--- src/rtl/cmd_uart_initiator_pkg.sv ---
// Purpose : shared constants and FSM state type for the command UART initiator.
// Latency : n/a (declarations only).
// Backpressure: n/a.
package cmd_uart_initiator_pkg;

  localparam logic [7:0] ACK_CHAR   = 8'h41;  // 'A' returned by the vehicle on success
  localparam int         FRAME_BITS = 11;     // start + 8 data + 2 stop
  localparam int         CMD_BYTES  = 3;      // lmotor, rmotor, dur

  typedef enum logic [1:0] {
    IDLE,
    SEND,
    WAIT_ACK,
    FINISH
  } state_t;

endpackage

--- src/rtl/cmd_uart_initiator_ack_rx.sv ---
// Purpose : ack receiver -- 2-flop rx synchronizer, mid-bit sampler, byte/stop check.
// Latency : byte_valid/byte_good pulse the cycle after the mid-stop-bit sample.
// Backpressure: none; i_en low aborts any reception and holds the receiver idle.
//
// Ports: clk, reset (sync, active high); i_en (receive window open); i_rx (async line);
//        byte_valid (1-cycle pulse, byte finished), byte_good (qualifies byte_valid:
//        ACK_CHAR with stop=1), rx_busy (reception in progress).
module ack_rx
  import cmd_uart_initiator_pkg::*;
#(
  parameter int CLKS_PER_BIT = 8
) (
  input  logic clk,
  input  logic reset,
  input  logic i_en,
  input  logic i_rx,
  output logic byte_valid,
  output logic byte_good,
  output logic rx_busy
);

  localparam int            CW        = $clog2(CLKS_PER_BIT);
  localparam logic [CW-1:0] HALF_LAST = CW'(CLKS_PER_BIT / 2 - 1);
  localparam logic [CW-1:0] BIT_LAST  = CW'(CLKS_PER_BIT - 1);

  logic          r_sync1, r_sync2;
  logic          r_busy;
  logic [CW-1:0] r_cnt;
  logic [3:0]    r_bit;    // 0 = start, 1..8 = data, 9 = stop
  logic [7:0]    r_shift;
  logic          r_valid, r_good;
  logic          w_rxs;

  assign w_rxs      = r_sync2;
  assign byte_valid = r_valid;
  assign byte_good  = r_good;
  assign rx_busy    = r_busy;

  // Synchronizer runs regardless of i_en so the line is already settled when the window opens.
  always_ff @(posedge clk) begin
    if (reset) begin
      r_sync1 <= 1'b1;
      r_sync2 <= 1'b1;
    end else begin
      r_sync1 <= i_rx;
      r_sync2 <= r_sync1;
    end
  end

  always_ff @(posedge clk) begin
    if (reset || !i_en) begin
      r_busy  <= 1'b0;
      r_cnt   <= '0;
      r_bit   <= '0;
      r_shift <= '0;
      r_valid <= 1'b0;
      r_good  <= 1'b0;
    end else begin
      r_valid <= 1'b0;
      r_good  <= 1'b0;
      if (!r_busy) begin
        if (!w_rxs) begin
          r_busy <= 1'b1;
          r_cnt  <= '0;
          r_bit  <= '0;
        end
      end else if (r_bit == 4'd0) begin
        // Re-check the start bit half a bit after the falling edge; high means a glitch.
        if (r_cnt == HALF_LAST) begin
          r_cnt <= '0;
          if (w_rxs) r_busy <= 1'b0;
          else       r_bit  <= 4'd1;
        end else begin
          r_cnt <= r_cnt + 1'b1;
        end
      end else if (r_cnt == BIT_LAST) begin
        r_cnt <= '0;
        if (r_bit == 4'd9) begin
          r_busy  <= 1'b0;
          r_valid <= 1'b1;
          r_good  <= (r_shift == ACK_CHAR) && w_rxs;
        end else begin
          r_shift <= {r_shift[6:0], w_rxs};
          r_bit   <= r_bit + 4'd1;
        end
      end else begin
        r_cnt <= r_cnt + 1'b1;
      end
    end
  end

endmodule

--- src/rtl/cmd_uart_initiator.sv ---
// Purpose : sends a 3-byte motor command over UART, waits for an 'A' ack, retries on bad ack/timeout.
// Latency : tx start bit the cycle after start is accepted; SEND lasts 33*CLKS_PER_BIT cycles.
// Backpressure: start is only sampled in IDLE; requests while busy are dropped, not queued.
//
// Ports: clk, reset (sync, active high); start, lmotor/rmotor/dur (command request);
//        rx (ack line); tx (command line, idle high); busy, done (1-cycle), ack_ok/fail
//        (sticky result), attempts (attempts used minus one).
module cmd_uart_initiator
  import cmd_uart_initiator_pkg::*;
#(
  parameter int CLKS_PER_BIT = 8,
  parameter int ACK_TIMEOUT  = 4096,
  parameter int MAX_RETRIES  = 2
) (
  input  logic       clk,
  input  logic       reset,
  input  logic       start,
  input  logic [7:0] lmotor,
  input  logic [7:0] rmotor,
  input  logic [7:0] dur,
  input  logic       rx,
  output logic       tx,
  output logic       busy,
  output logic       done,
  output logic       ack_ok,
  output logic       fail,
  output logic [1:0] attempts
);

  localparam int            CW         = $clog2(CLKS_PER_BIT);
  localparam int            TW         = $clog2(ACK_TIMEOUT);
  localparam logic [CW-1:0] BIT_LAST   = CW'(CLKS_PER_BIT - 1);
  localparam logic [TW-1:0] TO_LAST    = TW'(ACK_TIMEOUT - 1);
  localparam logic [3:0]    FRAME_LAST = 4'(FRAME_BITS - 1);
  localparam logic [1:0]    BYTE_LAST  = 2'(CMD_BYTES - 1);
  localparam logic [1:0]    RETRY_MAX  = 2'(MAX_RETRIES);

  state_t        r_state, w_state_nxt;
  logic [7:0]    r_lm, r_rm, r_dur;
  logic [CW-1:0] r_clk_cnt;
  logic [3:0]    r_bit_idx;
  logic [1:0]    r_byte_idx;
  logic [TW-1:0] r_to_cnt;
  logic [1:0]    r_attempts;
  logic          r_ack_ok, r_fail;

  logic       w_accept, w_retry, w_good, w_giveup;
  logic       w_bit_end, w_frame_end, w_timeout;
  logic       w_rx_en, w_byte_valid, w_byte_good, w_rx_busy;
  logic [7:0] w_cur_byte;

  assign ack_ok   = r_ack_ok;
  assign fail     = r_fail;
  assign attempts = r_attempts;
  assign w_rx_en  = (r_state == WAIT_ACK);

  ack_rx #(.CLKS_PER_BIT(CLKS_PER_BIT)) u_ack_rx (
    .clk        (clk),
    .reset      (reset),
    .i_en       (w_rx_en),
    .i_rx       (rx),
    .byte_valid (w_byte_valid),
    .byte_good  (w_byte_good),
    .rx_busy    (w_rx_busy)
  );

  always_ff @(posedge clk) begin
    if (reset) r_state <= IDLE;
    else       r_state <= w_state_nxt;
  end

  always_comb begin
    w_state_nxt = r_state;
    w_accept    = 1'b0;
    w_retry     = 1'b0;
    w_good      = 1'b0;
    w_giveup    = 1'b0;
    w_bit_end   = (r_clk_cnt == BIT_LAST);
    w_frame_end = w_bit_end && (r_bit_idx == FRAME_LAST);
    // A reception already under way at the deadline is allowed to decide the attempt.
    w_timeout   = (r_to_cnt == TO_LAST) && !w_rx_busy;
    case (r_state)
      IDLE: if (start) begin
        w_accept    = 1'b1;
        w_state_nxt = SEND;
      end
      SEND: if (w_frame_end && (r_byte_idx == BYTE_LAST)) w_state_nxt = WAIT_ACK;
      WAIT_ACK: begin
        if (w_byte_valid && w_byte_good) begin
          w_good      = 1'b1;
          w_state_nxt = FINISH;
        end else if (w_byte_valid || w_timeout) begin
          if (r_attempts < RETRY_MAX) begin
            w_retry     = 1'b1;
            w_state_nxt = SEND;
          end else begin
            w_giveup    = 1'b1;
            w_state_nxt = FINISH;
          end
        end
      end
      FINISH:  w_state_nxt = IDLE;
      default: w_state_nxt = IDLE;
    endcase

    busy = (r_state != IDLE);
    done = (r_state == FINISH);
    case (r_byte_idx)
      2'd1:    w_cur_byte = r_rm;
      2'd2:    w_cur_byte = r_dur;
      default: w_cur_byte = r_lm;
    endcase
    // Frame bit 0 is the start bit, 1..8 carry data MSB first, 9..10 are stop bits.
    tx = 1'b1;
    if (r_state == SEND) begin
      if (r_bit_idx == 4'd0)      tx = 1'b0;
      else if (r_bit_idx <= 4'd8) tx = w_cur_byte[3'(4'd8 - r_bit_idx)];
    end
  end

  always_ff @(posedge clk) begin
    if (reset) begin
      r_lm       <= '0;
      r_rm       <= '0;
      r_dur      <= '0;
      r_clk_cnt  <= '0;
      r_bit_idx  <= '0;
      r_byte_idx <= '0;
      r_to_cnt   <= '0;
      r_attempts <= '0;
      r_ack_ok   <= 1'b0;
      r_fail     <= 1'b0;
    end else begin
      case (r_state)
        SEND: begin
          r_to_cnt  <= '0;
          r_clk_cnt <= w_bit_end ? '0 : r_clk_cnt + 1'b1;
          if (w_bit_end)   r_bit_idx  <= w_frame_end ? 4'd0 : r_bit_idx + 4'd1;
          if (w_frame_end) r_byte_idx <= r_byte_idx + 2'd1;
        end
        WAIT_ACK: if (r_to_cnt != TO_LAST) r_to_cnt <= r_to_cnt + 1'b1;
        default: ;
      endcase
      if (w_accept) begin
        r_lm       <= lmotor;
        r_rm       <= rmotor;
        r_dur      <= dur;
        r_ack_ok   <= 1'b0;
        r_fail     <= 1'b0;
        r_attempts <= '0;
        r_clk_cnt  <= '0;
        r_bit_idx  <= '0;
        r_byte_idx <= '0;
      end
      if (w_retry) begin
        r_attempts <= r_attempts + 2'd1;
        r_clk_cnt  <= '0;
        r_bit_idx  <= '0;
        r_byte_idx <= '0;
      end
      if (w_good)   r_ack_ok <= 1'b1;
      if (w_giveup) r_fail   <= 1'b1;
    end
  end

endmodule

--- config.mk ---
export PLATFORM = sky130hd
export DESIGN_NAME = cmd_uart_initiator
export DESIGN_NICKNAME = d
export VERILOG_FILES = /design/src/rtl/cmd_uart_initiator_pkg.sv /design/src/rtl/cmd_uart_initiator_ack_rx.sv /design/src/rtl/cmd_uart_initiator.sv
export SDC_FILE = /design/constraint.sdc
export NUM_CORES = 1
export LEC_CHECK = 0
export ABC_AREA = 1
export BUFFER_PORTS_ARGS = -buffer_cell sky130_fd_sc_hd__buf_2
export CORE_AREA = 2 2 88 90
export CTS_CLUSTER_SIZE = 24
export DETAILED_ROUTE_END_ITERATION = 8
export DIE_AREA = 0 0 90 92
export PLACE_DENSITY = 0.67
export SLEW_MARGIN = 20
export SYNTH_ARGS = -nofsm -noshare
export SYNTH_HDL_FRONTEND = slang
export SYNTH_SLANG_ARGS = --single-unit
--- constraint.sdc ---
create_clock -name clk -period 1.8 [get_ports clk]
set_input_delay 0.09 -clock clk [delete_from_list [all_inputs] [get_ports clk]]
set_output_delay 0.09 -clock clk [all_outputs]
set_load 0.005 [all_outputs]
* After elaboration in Yosys (flattened, before gate mapping)
Index checks and enable logic that the tools add are counted.
** Word-level totals
- Register bits after elaboration :: 71
- Input port bits :: 28
- Output and inout bits :: 7
- Logic and storage cells :: 134
** Operators by class
- Add/sub/neg operators :: 8
- $lt $le $gt $ge :: 3
- Equality and inequality tests :: 22
- Muxes and demuxes :: 52
- Bitwise operators :: 4
- Reduce and logical (&&, ||, !) cells :: 26
** Operator list (number)
- $mux W4 :: 8
- $mux W1 :: 26
- $pmux W12 S2 :: 1
- $mux W3 :: 6
- $pmux W8 S2 :: 1
- $mux W2 :: 7
- $add A12 B1 Y12 const B :: 1
- $eq A12 B12 Y1 const B :: 1
- $mux W12 :: 1
- $ne A12 B12 Y1 const B :: 1
- $ne A3 B3 Y1 const B :: 4
- $ne A2 B2 Y1 const B :: 5
- $reduce_bool A2 Y1 :: 5
- $add A4 B1 Y4 const B :: 2
- $eq A4 B4 Y1 const B :: 2
- $eq A8 B7 Y1 const B :: 1
- $logic_not A4 Y1 :: 2
- $pmux W2 S4 :: 1
- $add A3 B1 Y3 const B :: 2
- $eq A2 B2 Y1 const B :: 3
- $eq A3 B3 Y1 const B :: 2
- $reduce_and A2 Y1 :: 3
- $logic_and A1 B1 Y1 :: 5
- $reduce_and A5 Y1 :: 1
- other kinds (17) :: 24

* Longest topological paths before layout
- Depth in word-level cells :: 7
- Gate-level depth with buffers :: 11

* Modules after synthesis
A second synthesis with hierarchy kept.
** Unflattened totals
- Cell total of the unflattened synthesis :: 502
- Area, all modules :: 3512.1 µm²
** Modules (own cells, without submodules)
- cmd_uart_initiator :: instances 1, cells each 372, area each 2546.2 µm², seq. area each 1021.0 µm²
- ack_rx :: instances 1, cells each 130, area each 965.9 µm², seq. area each 400.4 µm²

* Worst setup path after synthesis
OpenSTA, ideal clock, no wires.
- Kind :: register to register
- Start point :: register u_ack_rx.r_cnt[0]
- End point :: register u_ack_rx.r_bit[3]
- Setup time :: 0.066 ns
- Data arrival time :: 1.365 ns
- Required time :: 1.734 ns
- Slack :: 0.369 ns
- Stages on the path, launching flop included :: 8
- Buffers on the path :: 1
- Period minus slack after synthesis :: 1.431 ns
- Cells stage by stage :: dfxtp_1 ha_1 ha_1 nand2_4 nor3_4 buf_6 nand2_2 a21oi_2
** Between the ends
- Longest elaborated chain between the ends :: 3
** RTL lines
- from (decl) :: RTL line cmd_uart_initiator_ack_rx.sv:28 : logic [CW-1:0] r_cnt;
- from (signal assigned) :: RTL line cmd_uart_initiator_ack_rx.sv:74 : r_cnt <= r_cnt + 1'b1;
- from (signal assigned) :: RTL line cmd_uart_initiator_ack_rx.sv:87 : r_cnt <= r_cnt + 1'b1;
- $eq A3 B2 Y1 or $eq A3 B3 Y1 (tied branches) :: RTL line cmd_uart_initiator_ack_rx.sv:69, cmd_uart_initiator_ack_rx.sv:76
- $ne A3 B3 Y1 (no source line)
- $reduce_and A5 Y1 (no source line) *
- to (signal assigned) :: RTL line cmd_uart_initiator_ack_rx.sv:84 : r_bit <= r_bit + 4'd1;
- to (decl) :: RTL line cmd_uart_initiator_ack_rx.sv:29 : logic [3:0] r_bit;
Mark *: on every way between the ends. The rest lies on a longest branch, timed or not.
A chain may end at the register's enable or synchronous reset.

* Final worst setup path
- Start point :: register r_byte_idx[0]
- End point :: output tx
** Between the ends
- Longest elaborated chain between the ends :: 7
** RTL lines
- from (decl) :: RTL line cmd_uart_initiator.sv:42 : logic [1:0] r_byte_idx;
- from (signal assigned) :: RTL line cmd_uart_initiator.sv:139 : if (w_frame_end) r_byte_idx <= r_byte_idx + 2'd1;
- $eq A2 B2 Y1 or $eq A2 B1 Y1 (tied branches) :: RTL line cmd_uart_initiator.sv:108 : case (r_byte_idx)
- $pmux W8 S2 * :: RTL line cmd_uart_initiator.sv:108
- $bmux W1 S3 * :: RTL line cmd_uart_initiator.sv:117 : else if (r_bit_idx <= 4'd8) tx = w_cur_byte[3'(4'd8 - r_bit_idx)];
- $mux W1 (not written as such) * :: RTL line cmd_uart_initiator.sv:117
- $mux W1 * :: RTL line cmd_uart_initiator.sv:117
- $mux W1 * :: RTL line cmd_uart_initiator.sv:116 : if (r_bit_idx == 4'd0) tx = 1'b0;
- $mux W1 * :: RTL line cmd_uart_initiator.sv:115 : if (r_state == SEND) begin
- to (decl) :: RTL line cmd_uart_initiator.sv:22 : output logic tx,
Mark *: on every way between the ends. The rest lies on a longest branch, timed or not. The select of a mux whose other input is x is not followed.

==> reports/results.tsv <==
stage	metric	value	unit
layout	diodes	0	
sta	min_period_over_period	97.55	%
worst_setup_path	reg2reg_depth	7	
die	dieWidth	90	um
die	start_util	47.40	%
clock_tree	ctsRootBufferMaster	clkbuf_8	
detailed_routing	vias_per_cell	4.892	
grt	grt_pass1_vias	3128	
logic_synthesis	synthesis.area	3530	um2
logic_synthesis	synthTopCellsByCount	nand2_1, dfxtp_1, nor2_1	
die	die_y	92	um
clock_tree	numCtsBuffers	9	
power	power.density	749.2	nW/um2
worst_setup_path	cp_slowest_cell	dfxtp_2	
worst_setup_path	crit_type	reg -> out	
logic_synthesis	yosys.area.top_type_share	40.27	%
layout	fill_cells	707	
logic_synthesis	synth-edff-count	0	
logic_synthesis	ys_seq_area_share	40.27	%
worst_setup_path	rrSetupSlack	190	ps
power	cellLeakagePower	0.001839	uW
grt	overflow	0	
sta	rsz0062_at_grt	yes	
flow_run	maxCapViolCount	0	
grt	antenna_found_initial	0	
die	design.core.area	7447	um2
min_path	whs_path_depth	3	
run_status	status	finished, final reports clean	
sta	relSlewSlack	45.37	%
sta	hold_violations	0	
grt	grt_max_degree	32	
worst_setup_path	regToRegEndpoint	u_ack_rx.r_shift[1]	
clock_tree	clockBufferDepth	2	
placement	place_congestion	0.8759	
clock_tree	worstSkewPairLatency	340	ps
logic_synthesis	synth.distinct_cells	38	
grt	track_usage	20.11	%
detailed_routing	detail_route.wl_per_cell	12.10	um
die	die-area	8280	um2
worst_setup_path	r2r-start	u_ack_rx.r_cnt[0]	
detailed_routing	vias	3224	
detailed_routing	drtIter0Drc	101	
sta	fmax	569.5	MHz
logic_synthesis	synthCells	486	
logic_synthesis	synth_fp_nets	529	
clock_tree	clk_pin_slew	80	ps
layout	drive_above_1_share	24.60	%
worst_setup_path	crit_chain	inv_2, ha_4, buf_6, nand2_2, nand3_2, nand3_1, nand3_1, nand2_1, nand2_1, nand2_1, nand2_1, buf_2	
sta	setup_viol	0	
logic_synthesis	synthArstFlopShare	0	%
grt	grt_pass1_wl	13810	um
detailed_routing	wl	7975	um
worst_setup_path	critPathCaptureType	primary output	
min_path	min_to	r_lm[1]	
sta	min_period	1756	ps
power	irDropWorstVdd	491.5	uV
placement	port_buffers	34	
worst_setup_path	worst_setup_path_start_kind	register	
worst_setup_path	crit_start	r_byte_idx[0]	
logic_synthesis	synth_top_area_cell	dfxtp_1	
min_path	hold_class	in -> reg	
sta	drv_slew	0	
clock_tree	cts_tree	done	
logic_synthesis	synth_ff_type	dfxtp_1	
detailed_routing	drt_pass1_iterations	4	
detailed_routing	antenna_left	0	
clock_tree	clock-sinks	71	
worst_setup_path	critPathTopFamily	simple AND/OR/NAND/NOR gates	
logic_synthesis	yosysWarnings	0	
placement	place_ws	183.3	ps
worst_setup_path	critPathBufInv	3	
logic_synthesis	yosysMostFrequentCell	nand2_1	
worst_setup_path	max_stage_delay	340	ps
die	ios	35	
layout	nets	595	
logic_synthesis	synth_area_leaders	dfxtp_1, nand2_1, nor2_1, ha_1, o21ai_0	
sta	fin_worst_skew	13.94	ps
layout	area_growth	23.79	%
placement	post-dp-hpwl	5310	um
detailed_routing	drc_errors	0	
worst_setup_path	crit_fanout	6	
sta	holdWs	42.94	ps
min_path	hp-start	lmotor[1]	
sta	fin_ws	44.07	ps
die	row_count	32	
clock_tree	h-tree-depth	3	
worst_setup_path	cp.arrival	1670	ps
worst_setup_path	cp.required	1710	ps
sta	finalSetupTns	0	ps
logic_synthesis	ys_ff_latch	71	
worst_setup_path	cp_common_cell	nand2_1	
logic_synthesis	postSynthAreaPerCell	7.263	um2
sta	worst_pin_slew	818.6	ps
==> power breakdown <==
part	switching, uW	total [uW]	internal, uW	leakage (uW)
sequential	50.8	1710	1660	0.000581
combinational	276	436	160	0.00117
clock	596	1130	536	0.0000853
total	922	3270	2350	0.00184
==> final cells by class <==
cell class	instances	area (um2)	share of cell area, %
multi-input combinational	348	1951	44.64
clock inverter	5	33.78	0.7732
tap	102	127.6	2.921
sequential	71	1429	32.70
timing repair buffer	68	481.7	11.03
clock buffer	11	141.4	3.236
inverter	54	205.2	4.696
==> routing by layer <==
layer / up-vias / wire length (um) / global-route usage (%)
met3: 12 / 245 / 5.177
met4: 0 / 99 / 6.282
li1: 1700 / - / -
met2: 55 / 3941 / 34.71
met1: 1457 / 3688 / 24.65
met5: - / 0 / 0
==> worst max-delay path by stage <==
stage | slack [ps] | cells past startpoint | to
3_5_place_dp | 180 | 11 | tx
3_3_place_gp | 260 | 11 | tx
6_report | 40 | 12 | tx
4_1_cts | 0.2 | 11 | tx
2_1_floorplan | 370 | 7 | u_ack_rx.r_bit[3]
5_1_grt | -90 | 10 | tx
==> flip-flops by register name (all words and copies together) (netlist names), 2 cells and up <==
signal / cells
u_ack_rx.r_bit: 4
r_byte_idx: 2
r_state: 2
r_bit_idx: 4
r_rm: 8
attempts: 2
r_clk_cnt: 3
r_lm: 8
u_ack_rx.r_shift: 8
r_dur: 8
r_to_cnt: 12
u_ack_rx.r_cnt: 3
==> cells in the final DEF (no fill, tap or decap), types with 2 or more instances in the layout <==
| master | n |
|---|---|
| ha_1 | 12 |
| nand3_1 | 25 |
| nand3_2 | 12 |
| nor3_1 | 5 |
| o21ai_1 | 8 |
| nand2_4 | 3 |
| buf_4 | 12 |
| ha_4 | 3 |
| xor2_1 | 5 |
| dlygate4sd3_1 | 21 |
| inv_2 | 16 |
| nand2_2 | 12 |
| nand4_1 | 3 |
| nand2_1 | 91 |
| clkinvlp_4 | 2 |
| dfxtp_1 | 67 |
| inv_1 | 37 |
| nor2_4 | 4 |
| buf_2 | 34 |
| a21oi_2 | 9 |
| or2_2 | 2 |
| nor4_1 | 2 |
| nor3_2 | 2 |
| clkinv_2 | 2 |
| nor2_1 | 68 |
| clkbuf_8 | 10 |
| dfxtp_2 | 3 |
| o21ai_0 | 36 |
| a21oi_1 | 34 |
==> cell families (layout without fill, tap and decap cells) <==
family,after synthesis,count (layout),share of synthesized area (%)
adders and majority gates,15,15,5.317
DFF,71,71,40.27
buffers and inverters,67,138,7.621
and+or+nand+nor,234,234,30.73
xor gates and xnor gates,7,7,1.737
AOI/OAI and AO/OA,92,92,14.32
==> through the flow <==
step           instances  area [um2]  power, uW  utilization (%)
2_1_floorplan        486        3530       2018                -
3_3_place_gp         616        3814       2131            51.21
3_5_place_dp         616        3814       2137            51.21
4_1_cts              654        4237       3308            56.89
5_1_grt              659        4369       3462            58.67
6_report             659        4369       3273            58.67
==> worst register-to-register path: stages (launching register included) <==
cell and delay (ps):
dfxtp_1 360, ha_1 220, ha_1 270, nand2_4 80
nor3_4 240, buf_4 200, o21ai_1 80, a21oi_2 110
==> timing repair <==
| item | in CTS | in global routing |
|---|---|---|
| hold endpoints to repair | 21 | 0 |
| setup endpoints to repair | 1 | 1 |
| pin swaps | 0 | 17 |
| gates cloned | 0 | 0 |
| resized for setup | 7 | 28 |
| buffers inserted | 1 | 5 |
| hold buffers | 21 | 0 |
Note: power is estimated with default switching activity, not from simulation.
